**config.mk**
```make
export PLATFORM = sky130hd
export DESIGN_NAME = rom_addr_sequencer_flat
export DESIGN_NICKNAME = d
export VERILOG_FILES = /design/src/rtl/rom_addr_sequencer_if.sv /design/src/rtl/rom_addr_sequencer.sv /design/src/flat_wrapper.sv
export SDC_FILE = /design/constraint.sdc
export NUM_CORES = 1
export LEC_CHECK = 0
export ABC_AREA = 1
export BUFFER_PORTS_ARGS = -buffer_cell sky130_fd_sc_hd__clkbuf_2
export CORE_MARGIN = 3
export CORE_UTILIZATION = 54
export DETAILED_ROUTE_END_ITERATION = 10
export HOLD_SLACK_MARGIN = 0.1
export PLACE_DENSITY = 0.95
export SYNTH_ARGS = -nofsm -noshare
export SYNTH_HDL_FRONTEND = slang
export SYNTH_SLANG_ARGS = --single-unit
```
**constraint.sdc**
```tcl
create_clock -name clk -period 2.57 [get_ports clk]
set_input_delay 0.3855 -clock clk [delete_from_list [all_inputs] [get_ports clk]]
set_output_delay 0.3855 -clock clk [all_outputs]
set_load 0.02 [all_outputs]
```
**src/rtl/rom_addr_sequencer_if.sv**
```systemverilog
// ---------------------------------------------------------------------------
// rom_addr_sequencer_if
//
// Purpose: groups the sequencer's control, ROM address, ROM result and
// downstream valid/ready signals into one bundle.
//
// Signals:
//   start, abort        sweep control into the sequencer
//   addr_rom1..6        index slices out to the six ROMs
//   rom_data            32-bit concatenated ROM result into the sequencer
//   data_out/valid      captured word offered to the consumer
//   data_ready          consumer accepts data_out
//   busy, done          sweep status
//   checksum            XOR of captured words (only with SEQ_CHECKSUM_EN)
//
// Modports: master = sequencer side, slave = driver/consumer side.
// Optional feature macro: SEQ_CHECKSUM_EN.
// ---------------------------------------------------------------------------
interface rom_addr_sequencer_if;
    logic        start;
    logic        abort;
    logic [4:0]  addr_rom1;
    logic [1:0]  addr_rom2;
    logic [1:0]  addr_rom3;
    logic [1:0]  addr_rom4;
    logic [1:0]  addr_rom5;
    logic [2:0]  addr_rom6;
    logic [31:0] rom_data;
    logic [31:0] data_out;
    logic        data_valid;
    logic        data_ready;
    logic        busy;
    logic        done;

`ifdef SEQ_CHECKSUM_EN
    logic [31:0] checksum;

    modport master (
        input  start, abort, rom_data, data_ready,
        output addr_rom1, addr_rom2, addr_rom3, addr_rom4, addr_rom5, addr_rom6,
        output data_out, data_valid, busy, done, checksum
    );

    modport slave (
        output start, abort, rom_data, data_ready,
        input  addr_rom1, addr_rom2, addr_rom3, addr_rom4, addr_rom5, addr_rom6,
        input  data_out, data_valid, busy, done, checksum
    );
`else
    modport master (
        input  start, abort, rom_data, data_ready,
        output addr_rom1, addr_rom2, addr_rom3, addr_rom4, addr_rom5, addr_rom6,
        output data_out, data_valid, busy, done
    );

    modport slave (
        output start, abort, rom_data, data_ready,
        input  addr_rom1, addr_rom2, addr_rom3, addr_rom4, addr_rom5, addr_rom6,
        input  data_out, data_valid, busy, done
    );
`endif
endinterface

```
**src/rtl/rom_addr_sequencer.sv**
```systemverilog
// ---------------------------------------------------------------------------
// rom_addr_sequencer
//
// Purpose: walks the index range START_IDX..END_IDX, drives the six ROM
// address slices from the registered index, waits SETTLE_CYCLES edges for the
// concatenator to settle, captures rom_data and offers it downstream over a
// valid/ready handshake. done pulses once after the last word is consumed.
//
// Ports:
//   clk   system clock, rising edge
//   rst   synchronous, active-high reset
//   bus   rom_addr_sequencer_if.master (control, addresses, data, status)
//
// Optional feature macro: SEQ_CHECKSUM_EN adds bus.checksum, the XOR of every
// word captured since the last accepted start.
// ---------------------------------------------------------------------------
module rom_addr_sequencer #(
    parameter int unsigned START_IDX     = 0,
    parameter int unsigned END_IDX       = 65535,
    parameter int unsigned SETTLE_CYCLES = 2
) (
    input  logic                 clk,
    input  logic                 rst,
    rom_addr_sequencer_if.master bus
);

    localparam int unsigned      CNT_W    = (SETTLE_CYCLES > 1) ? $clog2(SETTLE_CYCLES) : 1;
    localparam logic [CNT_W-1:0] CNT_INIT = CNT_W'(SETTLE_CYCLES - 1);
    localparam logic [15:0]      START_L  = 16'(START_IDX);
    localparam logic [15:0]      END_L    = 16'(END_IDX);

    typedef enum logic [1:0] {
        ST_IDLE    = 2'd0,
        ST_SETTLE  = 2'd1,
        ST_PRESENT = 2'd2
    } state_t;

    state_t           r_state;
    logic [15:0]      r_idx;
    logic [CNT_W-1:0] r_cnt;
    logic [31:0]      r_data_out;
    logic             r_data_valid;
    logic             r_busy;
    logic             r_done;
`ifdef SEQ_CHECKSUM_EN
    logic [31:0]      r_checksum;
`endif

    logic w_handshake;
    assign w_handshake = r_data_valid & bus.data_ready;

    // Address buses are plain slices of the registered index, so they only
    // move on the edge that updates r_idx.
    assign bus.addr_rom1  = r_idx[4:0];
    assign bus.addr_rom2  = r_idx[6:5];
    assign bus.addr_rom3  = r_idx[8:7];
    assign bus.addr_rom4  = r_idx[10:9];
    assign bus.addr_rom5  = r_idx[12:11];
    assign bus.addr_rom6  = r_idx[15:13];
    assign bus.data_out   = r_data_out;
    assign bus.data_valid = r_data_valid;
    assign bus.busy       = r_busy;
    assign bus.done       = r_done;
`ifdef SEQ_CHECKSUM_EN
    assign bus.checksum   = r_checksum;
`endif

    // NOTE: all state uses non-blocking assignments so every register samples
    // pre-edge values; reset is tested first inside the clocked block, which
    // makes it synchronous and lets it override every other branch.
    always_ff @(posedge clk) begin
        if (rst) begin
            r_state      <= ST_IDLE;
            r_idx        <= '0;
            r_cnt        <= '0;
            r_data_out   <= '0;
            r_data_valid <= 1'b0;
            r_busy       <= 1'b0;
            r_done       <= 1'b0;
`ifdef SEQ_CHECKSUM_EN
            r_checksum   <= '0;
`endif
        end else begin
            // done is a single-cycle pulse unless re-asserted below.
            r_done <= 1'b0;

            case (r_state)
                ST_IDLE: begin
                    // start together with abort is treated as no request.
                    if (bus.start && !bus.abort) begin
                        r_idx   <= START_L;
                        r_cnt   <= CNT_INIT;
                        r_busy  <= 1'b1;
                        r_state <= ST_SETTLE;
`ifdef SEQ_CHECKSUM_EN
                        r_checksum <= '0;
`endif
                    end
                end

                ST_SETTLE: begin
                    if (bus.abort) begin
                        r_busy       <= 1'b0;
                        r_data_valid <= 1'b0;
                        r_state      <= ST_IDLE;
                    end else if (r_cnt == '0) begin
                        r_data_out   <= bus.rom_data;
                        r_data_valid <= 1'b1;
                        r_state      <= ST_PRESENT;
`ifdef SEQ_CHECKSUM_EN
                        r_checksum   <= r_checksum ^ bus.rom_data;
`endif
                    end else begin
                        r_cnt <= r_cnt - CNT_W'(1);
                    end
                end

                ST_PRESENT: begin
                    // abort wins over a same-cycle handshake: the beat is
                    // dropped and the index is left where it was.
                    if (bus.abort) begin
                        r_busy       <= 1'b0;
                        r_data_valid <= 1'b0;
                        r_state      <= ST_IDLE;
                    end else if (w_handshake) begin
                        r_data_valid <= 1'b0;
                        if (r_idx == END_L) begin
                            // Last index: stop here so the index never wraps.
                            r_done  <= 1'b1;
                            r_busy  <= 1'b0;
                            r_state <= ST_IDLE;
                        end else begin
                            r_idx   <= r_idx + 16'd1;
                            r_cnt   <= CNT_INIT;
                            r_state <= ST_SETTLE;
                        end
                    end
                end

                default: begin
                    r_busy       <= 1'b0;
                    r_data_valid <= 1'b0;
                    r_state      <= ST_IDLE;
                end
            endcase
        end
    end

endmodule

```
**src/flat_wrapper.sv**
```systemverilog
// flat-port wrapper written by rule: the top's interface ports become plain ports
module rom_addr_sequencer_flat 
#(
    parameter int unsigned START_IDX     = 0,
    parameter int unsigned END_IDX       = 65535,
    parameter int unsigned SETTLE_CYCLES = 2
)
  (clk, rst, bus_start, bus_abort, bus_rom_data, bus_data_ready, bus_addr_rom1, bus_addr_rom2, bus_addr_rom3, bus_addr_rom4, bus_addr_rom5, bus_addr_rom6, bus_data_out, bus_data_valid, bus_busy, bus_done);
  rom_addr_sequencer_if bus_i ();
  input  logic clk;
  input  logic rst;
  input wire logic [$bits(bus_i.start)-1:0] bus_start;
  input wire logic [$bits(bus_i.abort)-1:0] bus_abort;
  input wire logic [$bits(bus_i.rom_data)-1:0] bus_rom_data;
  input wire logic [$bits(bus_i.data_ready)-1:0] bus_data_ready;
  output wire logic [$bits(bus_i.addr_rom1)-1:0] bus_addr_rom1;
  output wire logic [$bits(bus_i.addr_rom2)-1:0] bus_addr_rom2;
  output wire logic [$bits(bus_i.addr_rom3)-1:0] bus_addr_rom3;
  output wire logic [$bits(bus_i.addr_rom4)-1:0] bus_addr_rom4;
  output wire logic [$bits(bus_i.addr_rom5)-1:0] bus_addr_rom5;
  output wire logic [$bits(bus_i.addr_rom6)-1:0] bus_addr_rom6;
  output wire logic [$bits(bus_i.data_out)-1:0] bus_data_out;
  output wire logic [$bits(bus_i.data_valid)-1:0] bus_data_valid;
  output wire logic [$bits(bus_i.busy)-1:0] bus_busy;
  output wire logic [$bits(bus_i.done)-1:0] bus_done;
  assign bus_i.start = bus_start;
  assign bus_i.abort = bus_abort;
  assign bus_i.rom_data = bus_rom_data;
  assign bus_i.data_ready = bus_data_ready;
  assign bus_addr_rom1 = bus_i.addr_rom1;
  assign bus_addr_rom2 = bus_i.addr_rom2;
  assign bus_addr_rom3 = bus_i.addr_rom3;
  assign bus_addr_rom4 = bus_i.addr_rom4;
  assign bus_addr_rom5 = bus_i.addr_rom5;
  assign bus_addr_rom6 = bus_i.addr_rom6;
  assign bus_data_out = bus_i.data_out;
  assign bus_data_valid = bus_i.data_valid;
  assign bus_busy = bus_i.busy;
  assign bus_done = bus_i.done;
  rom_addr_sequencer #(.START_IDX(START_IDX), .END_IDX(END_IDX), .SETTLE_CYCLES(SETTLE_CYCLES)) u_core (.clk(clk), .rst(rst), .bus(bus_i));
endmodule
```
**Word-level counts from Yosys, hierarchy flattened**

Cells that the tools add are included.

- Add/subtract/negate cells: 2
- $mul: 0
- Div/mod/pow operators: 0
- Order comparisons: 0
- Equality and inequality tests: 12
- Shift-type cells: 0
- Muxes and demuxes: 30
- Bitwise logic cells: 6
- Reduce and logical (&&, ||, !) cells: 12

Operators with widths:

| cell | number |
|---|---|
| 16-bit two-way mux | 4 |
| 16-bit case mux with 2 select lines | 1 |
| 16-bit by 1-bit adder with 16-bit output (second input constant) | 1 |
| 16-bit equality test (second input constant) | 1 |
| 1-bit two-way mux | 16 |
| 2-bit two-way mux | 5 |
| 1-bit case mux with 3 select lines | 3 |
| 3-bit AND reduction | 3 |
| 2-bit inequality test (second input constant) | 4 |
| 3-bit by 2-bit inequality test with 1-bit output (second input constant) | 2 |
| 2-bit case mux with 3 select lines | 1 |
| 6-bit AND reduction | 1 |
| 1-bit NOT | 5 |
| 5-bit AND reduction | 1 |
| 2-bit by 1-bit inequality test with 1-bit output (second input constant) | 2 |
| 4-bit AND reduction | 1 |
| 4-bit OR reduction | 1 |
| 3-bit inequality test (second input constant) | 1 |
| 3-bit nonzero test | 1 |
| 2-bit by 1-bit equality test with 1-bit output (second input constant) | 1 |
| 2-bit equality test (second input constant) | 1 |
| 2-bit zero test | 1 |
| 2-bit nonzero test | 1 |
| 1-bit AND | 1 |
| other kinds (3) | 3 |

- Register bits after elaboration: 54
- Bits in latches: 0
- RAM bits: 0
- Bits in read-only memories: 0
- Bits of input ports: 37
- Word-level logic and storage cells: 69
- Memories kept: 0

**Logic depth before layout (Yosys ltp)**

Gate-level depths: netlist of the first run.

- Word-level depth: 5
- Mapped depth: 11
- Mapped depth without buffers: 10

**Least setup slack after synthesis of the first run**

No wires, ideal clock.

- Kind: reg-to-reg
- Start: register u_core.r_idx[0]
- End: register u_core.r_idx[8]
- Arrival: 1.588 ns
- Data required time: 2.459 ns
- Setup slack: 0.871 ns
- Cell stages (with the launch flop): 12
- Clock period less this slack: 1.699 ns
- Cell sequence: dfxtp_1 -> ha_1 -> nand2_2 -> nor2_2 -> nand2_2 -> nor2_2 -> nand2_2 -> buf_4 -> nand4_1 -> nand2_1 -> inv_1 -> nor2_1

- Longest elaborated chain between the ends: 5

RTL lines:

| element | RTL line | RTL |
|---|---|---|
| from (decl) | rom_addr_sequencer.sv:39 | `logic [15:0] r_idx;` |
| from (signal assigned) | rom_addr_sequencer.sv:133 | `r_idx <= r_idx + 16'd1;` |
| 16-bit by 1-bit adder with 16-bit output | rom_addr_sequencer.sv:133 |  |
| 16-bit two-way mux | rom_addr_sequencer.sv:127 | `if (r_idx == END_L) begin` |
| 16-bit two-way mux | rom_addr_sequencer.sv:125 | `end else if (w_handshake) begin` |
| 16-bit two-way mux | rom_addr_sequencer.sv:121 | `if (bus.abort) begin` |
| 16-bit case mux with 2 select lines | rom_addr_sequencer.sv:87 | `case (r_state)` |

Parallel ways exist; a longest one is shown, timed or not. The select of a mux whose other input is x is not followed.
A chain may end at the register's enable or synchronous reset.

**Worst setup path in the final report of the first run**

- Start: register u_core.r_idx[0]
- End: register u_core.r_idx[14]

The elaborated chain is that of the path after synthesis.

==> results of run 1 <==
-- registers in the layout (all words and copies together), names as in the netlist --
register               flops
u_core.r_cnt               1
u_core.bus.data_valid      1
u_core.r_state             2
u_core.bus.busy            1
u_core.bus.data_out       32
u_core.r_idx              16
u_core.bus.done            1
-- Yosys cell counts, types with 2 or more instances --
cell type	count	area, um2
nor2_1	106	398
nand2_1	70	263
dfxtp_1	54	1080
o21ai_0	36	180
inv_1	35	131
nand3_1	23	115
nand4_1	13	81.3
a21oi_1	11	55.1
clkbuf_1	7	26.3
nand2_2	7	43.8
nor2_2	7	43.8
buf_2	6	30.0
buf_4	3	22.5
inv_2	3	11.3
nor3_1	3	15.0
a21oi_2	2	17.5
-- final cells by class --
| class | instances | share of cell area, % |
|---|---|---|
| multi-input combinational | 282 | 40.2 |
| clock inverter | 3 | 1.52 |
| clock buffer | 5 | 2.20 |
| tap | 52 | 2.08 |
| sequential | 54 | 34.6 |
| inverter | 39 | 4.69 |
| timing repair buffer | 90 | 14.7 |
-- cell families (layout without fill, tap and decap cells) --
| kind of cell | after synthesis | after routing | share of synthesized area (%) |
|---|---|---|---|
| compound gates | 51 | 51 | 10.3 |
| fa+ha+maj | 1 | 1 | 0.485 |
| buf+inv | 57 | 137 | 9.45 |
| flops | 54 | 54 | 41.9 |
| simple gates | 230 | 230 | 37.9 |
-- worst paths after layout --
| check | endpoint | start | cells past startpoint | slack [ps] |
|---|---|---|---|---|
| hold reg to reg | u_core.bus.busy | u_core.bus.busy | 2 | 470 |
| setup reg to reg | u_core.r_idx[14] | u_core.r_idx[0] | 10 | 690 |
| hold / removal | u_core.bus.data_out[21] | bus_rom_data[21] | 3 | 280 |
| setup / recovery | u_core.r_idx[14] | u_core.r_idx[0] | 10 | 690 |
-- power breakdown --
group	total [mW]	switching (mW)	internal (mW)	leakage, nW
logic	0.223	0.145	0.0776	1.00
registers	0.889	0.0209	0.868	0.438
clock network	0.589	0.294	0.296	0.0587
total	1.70	0.460	1.24	1.50
-- routing by layer --
metal  vias up  part of all wire [%]
met4         0                   2.4
li1       1397                     -
met2       133                    47
met3        18                   9.4
met5         -                     0
met1      1251                    41
-- per-stage QoR --
stage          cell area, um2  power (mW)  utilization, %
3_5_place_dp             3010        1.13            67.2
4_1_cts                  3120        1.71            69.8
5_1_grt                  3120        1.78            69.8
2_1_floorplan            2580        1.05               -
3_3_place_gp             3010        1.12            67.2
6_report                 3120        1.70            69.8
-- critical path, stage by stage, from the launching register on --
cell,delay (ps)
dfxtp_1,470
ha_1,270
nand2_2,100
nor2_2,140
nand2_2,100
nor2_2,120
nand2_2,170
nand3_4,220
nand2_1,90
nand2_1,70
nor2_1,40
==> results.cfg, run 1 <==
[critical_path]
arrival_ps = 2100
crit_type = reg2reg
cp-start-kind = register
critPathMaxFanout = 13
endpoint_kind = register
cp.required_ps = 2790

[clock_network]
cts_sinks = 54
clkTransAtPathRegs_ps = 100
cts_tree = done
clockRootBuffer = clkbuf_8
post_cts_resized = 0
clk_latency_ps = 320
numCtsBuffers = 5
postCtsSetupBuffers = 0
htreeDepth = 2
ctsHoldBuffers = 0
clock_path_buffers = 2

[floorplanning]
core_area_um2 = 4470
start_util_pct = 57.7
die_area_um2 = 5650
die_width_um = 75.1
io_pins = 88
die_h_um = 75.1
row_count = 24

[timing]
hold_ws_ps = 283
hold_violations = 0
fin_crit_sh_pct = 73.2
skew_ps = 6.84
relSlewSlack_pct = 62.9
timing.final.crit_period_ps = 1880
fmax_ghz = 0.532
worst_pin_slew_ps = 556
setup_tns_ps = 0
worst_slack_ps = 690
setup_viol_count_final = 0
slew_violations = 0
rsz0062_at_grt = no

[run_status]
status = finished, final reports clean

[final_layout]
n_antenna_cell = 0
final_cells = 525
final_cell_mix = nor2_1 (106), clkbuf_2 (87), nand2_1 (70), dfxtp_1 (54), o21ai_0 (36)
multi_input_area_um2 = 1260
nets = 510
syn_to_final_growth_pct = 21.0
regArea_um2 = 1080
fill_cells = 367
layout-drive-gt1-share_pct = 25.2
layout_commonest_cell = nor2_1

[drt]
vias_per_cell = 5.33
drt_iter0_markers = 153
drc = 0
ant_nets = 0
num_vias = 2799
finalWirelength_mm = 6.62
firstDrtPassIters = 5
wl_per_cell_um = 12.6

[placement]
placed_cells = 517
dpl_worst_slack_ps = 736
dpl.hpwl_mm = 4.86
port-buffer-count = 87
place.gp.congestion = 0.965

[logic_synthesis]
avgSynthCellArea_um2 = 6.57
synth_area_um2 = 2580
synth.ff_latch_count = 54
synth_cells = 393
syn_nets = 431
ys_warn_count = 0
ys_types = 23
async_reset_ff_share_pct = 0
ys_seq_area_share_pct = 41.9
synth_edf_count = 0
ys.flop_type = dfxtp_1

[run]
maxCapViolCount = 0

[global_route]
grt_pass1_vias = 2490
gr-total-overflow = 0
grt_pass1_wl_mm = 10.8
grt_use_met1_pct = 30.0
grt_use_met3_pct = 8.54
grt_max_degree = 41
antenna_found_initial = 0
grt_use_total_pct = 24.7
grtUsageMet2_pct = 39.5
grt.busiest_layer = met2

[pwr]
leakage_nw = 1.50
power_density_nw_per_um2 = 545
ir_worst_vdd_mv = 0.476

[min_path]
hold_class = in2reg
Power figures use the tool's default switching activity.
==> run 2: changes to the inputs <==
CORE_UTILIZATION = 50   (was 54)
PLACE_DENSITY = 0.91   (was 0.95)
clock period = 1.9 ns   (was 2.57 ns; I/O delays follow)
==> results.cfg, run 2 (synthesized netlist as in run 1, its figures left out) <==
[run_status]
status = finished, final reports clean

[final_layout]
fin_util_pct = 65.3
final_cells = 544
nets = 514
layout_commonest_cell = nor2_1
final_cell_mix = nor2_1 (106), clkbuf_2 (87), nand2_1 (70), dfxtp_1 (54), o21ai_0 (36)
layout-drive-gt1-share_pct = 25.6
n_antenna_cell = 0
syn_to_final_growth_pct = 22.6
largest_register_ffs = 32

[clock_network]
cts_sinks = 54
htreeDepth = 2
ctsHoldBuffers = 0
clock_path_buffers = 2
clk_latency_ps = 310
clkTransAtPathRegs_ps = 100
cts_tree = done
postCtsSetupBuffers = 0
clockRootBuffer = clkbuf_8
post_cts_resized = 0
numCtsBuffers = 5

[critical_path]
endpoint_kind = register
critPathMaxStageDelay_ps = 380
path_cells = inv_2 > nand2_2 > inv_1 > nand2_1 > nand3_4 > a21oi_1 > nor2_1
path_depth = 7
cp.required_ps = 2110
critPathMaxFanout = 13
path_buf_inv = 2
ff2ff_path_depth = 7
arrival_ps = 1960
cpMaxStageDelayCell = nand2_1
cp-start-kind = register
crit_type = reg2reg
cp_top_family = simple AND/OR/NAND/NOR gates

[pwr]
internal_power_mw = 1.67
clkPwrFrac_pct = 33.7
power.switching_mw = 0.595
combPwrFrac_pct = 13.3
leakage_nw = 1.51
power_mw = 2.27
p_sw_share_pct = 26.2
ir_worst_vdd_mv = 0.493
power_density_nw_per_um2 = 717
pwr-share-seq_pct = 53.0

[timing]
worst_pin_slew_ps = 550
fmax_ghz = 0.569
rsz0062_at_grt = no
hold_violations = 0
fin_crit_sh_pct = 92.4
hold_ws_ps = 195
skew_ps = 3.26
relSlewSlack_pct = 63.3
setup_tns_ps = 0
timing.final.crit_period_ps = 1760
setup_viol_count_final = 0
slew_violations = 0

[min_path]
hold_class = in2reg
min_path_cells = 3

[drt]
finalWirelength_mm = 6.73
drc = 0
wl_per_cell_um = 12.4
firstDrtPassIters = 4
ant_nets = 0
vias_per_cell = 5.09
drt_iter0_markers = 225
num_vias = 2767

[global_route]
grt_max_degree = 35
grt.busiest_layer = met2
grt_use_met3_pct = 6.61
grt_use_total_pct = 22.3
gr-total-overflow = 0
grt_pass1_wl_mm = 11.2
antenna_found_initial = 0
grtUsageMet2_pct = 36.2
grt_pass1_vias = 2617
grt_use_met1_pct = 27.4

[floorplanning]
io_pins = 88
die_area_um2 = 6060
die_width_um = 77.9
row_count = 25
start_util_pct = 53.2
core_area_um2 = 4850
die_h_um = 77.9

[placement]
place.gp.congestion = 0.950
placed_cells = 536
port-buffer-count = 87
dpl.hpwl_mm = 4.93

[run]
maxCapViolCount = 0
## run 2: cell types whose count changed in the layout (fill, tap and decap cells not counted), sizes merged
cell      delta
clkinv       -1
clkinvlp     +1
buf          +4
clkbuf       +1
inv          -1
## run 2: worst paths after layout
check	startpoint	to	slack (ps)
min	bus_rom_data[14]	u_core.bus.data_out[14]	190
min reg2reg	u_core.bus.busy	u_core.bus.busy	470
max reg2reg	u_core.r_state[0]	u_core.r_idx[13]	140
max	u_core.r_state[0]	u_core.r_idx[13]	140
## run 2: per-stage QoR
stage	setup WS [ps]	area (um2)
after floorplan	201	2580
after global placement	303	3060
after detailed placement	200	3060
after CTS	174	3170
after global routing	40.8	3170
final	144	3170
## run 2: layout make-up
| class | instances | area [um2] |
|---|---|---|
| Clock inverter | 2 | 37.5 |
| Tap cell | 67 | 83.8 |
| Sequential cell | 54 | 1080 |
| Fill cell | 431 | 1680 |
| Multi-Input combinational cell | 282 | 1260 |
| Inverter | 39 | 146 |
| Timing Repair Buffer | 94 | 488 |
| Clock buffer | 6 | 72.6 |
## run 2: per-layer routing
metal	wire length, um	vias up
met3	611	14
met4	123	0
met2	3060	127
met5	0	-
met1	2930	1226
li1	-	1400
## run 2: worst min-delay path: cells and delay by family
family,cells,cell delay (ps)
buf+inv,1,70
simple gates,2,110
## run 2: power groups by stage
stage          clock (mW)  sequential [mW]  combinational [mW]
2_1_floorplan           0             1.27               0.150
3_3_place_gp            0             1.23               0.293
3_5_place_dp            0             1.23               0.300
4_1_cts             0.783             1.20               0.302
5_1_grt             0.823             1.21               0.336
6_report            0.765             1.20               0.302
==> run 3: changes to the inputs <==
RECOVER_POWER = 25   (was default)
==> results.cfg, run 3 (synthesized netlist as in run 1, its figures left out) <==
[drt]
ant_nets = 0
drt_iter0_markers = 228
num_vias = 2785
drc = 0
vias_per_cell = 5.12
wl_per_cell_um = 12.4
firstDrtPassIters = 5
finalWirelength_mm = 6.72

[clock_network]
cts_tree = done
cts_sinks = 54
clkTransAtPathRegs_ps = 100
post_cts_resized = 0
postCtsSetupBuffers = 0
clock_path_buffers = 2
htreeDepth = 2
numCtsBuffers = 5
clockRootBuffer = clkbuf_8
ctsHoldBuffers = 0
clk_latency_ps = 310

[floorplanning]
row_count = 25
die_width_um = 77.9
die_area_um2 = 6060
die_h_um = 77.9
start_util_pct = 53.2
io_pins = 88
core_area_um2 = 4850

[timing]
setup_tns_ps = 0
skew_ps = 3.59
hold_ws_ps = 190
relSlewSlack_pct = 63.1
slew_violations = 0
rsz0062_at_grt = no
worst_pin_slew_ps = 552
hold_violations = 0
fin_crit_sh_pct = 92.5
fmax_ghz = 0.569
timing.final.crit_period_ps = 1760
setup_viol_count_final = 0

[critical_path]
cp-start-kind = register
reg2reg_setup_slack_ps = 140
crit_type = reg2reg
reg2reg_from = u_core.r_state[0]
crit_start = u_core.r_state[0]
critPathMaxFanout = 13
arrival_ps = 1970
cp.required_ps = 2110
ff2ff_path_depth = 7
endpoint_kind = register
r2r-end = u_core.r_idx[13]

[global_route]
grt_use_total_pct = 22.3
gr-total-overflow = 0
antenna_found_initial = 0
grt_pass1_vias = 2617
grt_max_degree = 35
grt_pass1_wl_mm = 11.2

[final_layout]
nets = 514
final_cell_mix = nor2_1 (106), nand2_1 (70), clkbuf_2 (61), dfxtp_1 (54), o21ai_0 (36)
layout-drive-gt1-share_pct = 20.1
largest_register_ffs = 32
layout_commonest_cell = nor2_1
syn_to_final_growth_pct = 21.4
n_antenna_cell = 0

[pwr]
combPwrFrac_pct = 13.1
internal_power_mw = 1.67
p_sw_share_pct = 26.4
pwr-share-seq_pct = 53.0
leakage_nw = 1.42
clkPwrFrac_pct = 33.9
power.switching_mw = 0.599
power_density_nw_per_um2 = 724
ir_worst_vdd_mv = 0.490

[min_path]
hold_class = in2reg
min_path_cells = 3
hp-start = bus_rom_data[14]
whs_endpoint = u_core.bus.data_out[14]

[placement]
port-buffer-count = 87
place.gp.congestion = 0.950
dpl.hpwl_mm = 4.93

[run_status]
status = finished, final reports clean

[run]
maxCapViolCount = 0
==> run 3: area by class of cell <==
cell class | instances | area (um2)
flip-flops and latches | 54 | 1080
well taps | 67 | 83.8
fillers | 445 | 1720
clock inverters | 2 | 37.5
inverters | 39 | 146
clock buffers | 6 | 72.6
multi-input cells | 282 | 1260
repair buffers | 94 | 455
==> run 3: worst max path at each step <==
stage	endpoint	cells past startpoint
floorplan	u_core.r_idx[8]	11
global placement	u_core.r_idx[13]	8
detailed placement	u_core.r_idx[13]	7
CTS	u_core.r_idx[13]	7
global route	u_core.r_idx[14]	10
finish	u_core.r_idx[13]	7
==> run 3: through the flow <==
step | util [%] | total power [mW] | cell area (um2) | instances | setup slack (ps)
after floorplan | - | 1.42 | 2580 | 393 | 201
after global placement | 63.0 | 1.52 | 3060 | 536 | 303
after detailed placement | 63.0 | 1.53 | 3060 | 536 | 200
after CTS | 65.3 | 2.29 | 3170 | 544 | 174
after global routing | 64.6 | 2.36 | 3130 | 544 | 40.8
final | 64.6 | 2.27 | 3130 | 544 | 142
==> run 3: power groups by stage <==
stage / clock, mW / combinational [mW] / sequential (mW)
after detailed placement: 0 / 0.300 / 1.23
final: 0.769 / 0.296 / 1.20
after global routing: 0.823 / 0.330 / 1.21
after CTS: 0.783 / 0.302 / 1.20
after global placement: 0 / 0.293 / 1.23
after floorplan: 0 / 0.150 / 1.27
==> run 3: critical path, cell delays in order, from the launching register on <==
cell	delay, ps
dfxtp_1	370
inv_2	70
nand2_2	160
inv_1	200
nand2_1	380
nand3_4	250
a21oi_1	190
nor2_1	50
==> run 3: metal layers <==
| metal | global-route usage, % | share of wire (%) | up-vias |
|---|---|---|---|
| met1 | 27.4 | 43 | 1224 |
| met3 | 6.61 | 9.5 | 11 |
| li1 | - | - | 1401 |
| met4 | 9.43 | 1.7 | 0 |
| met5 | 0 | 0 | - |
| met2 | 36.2 | 46 | 149 |
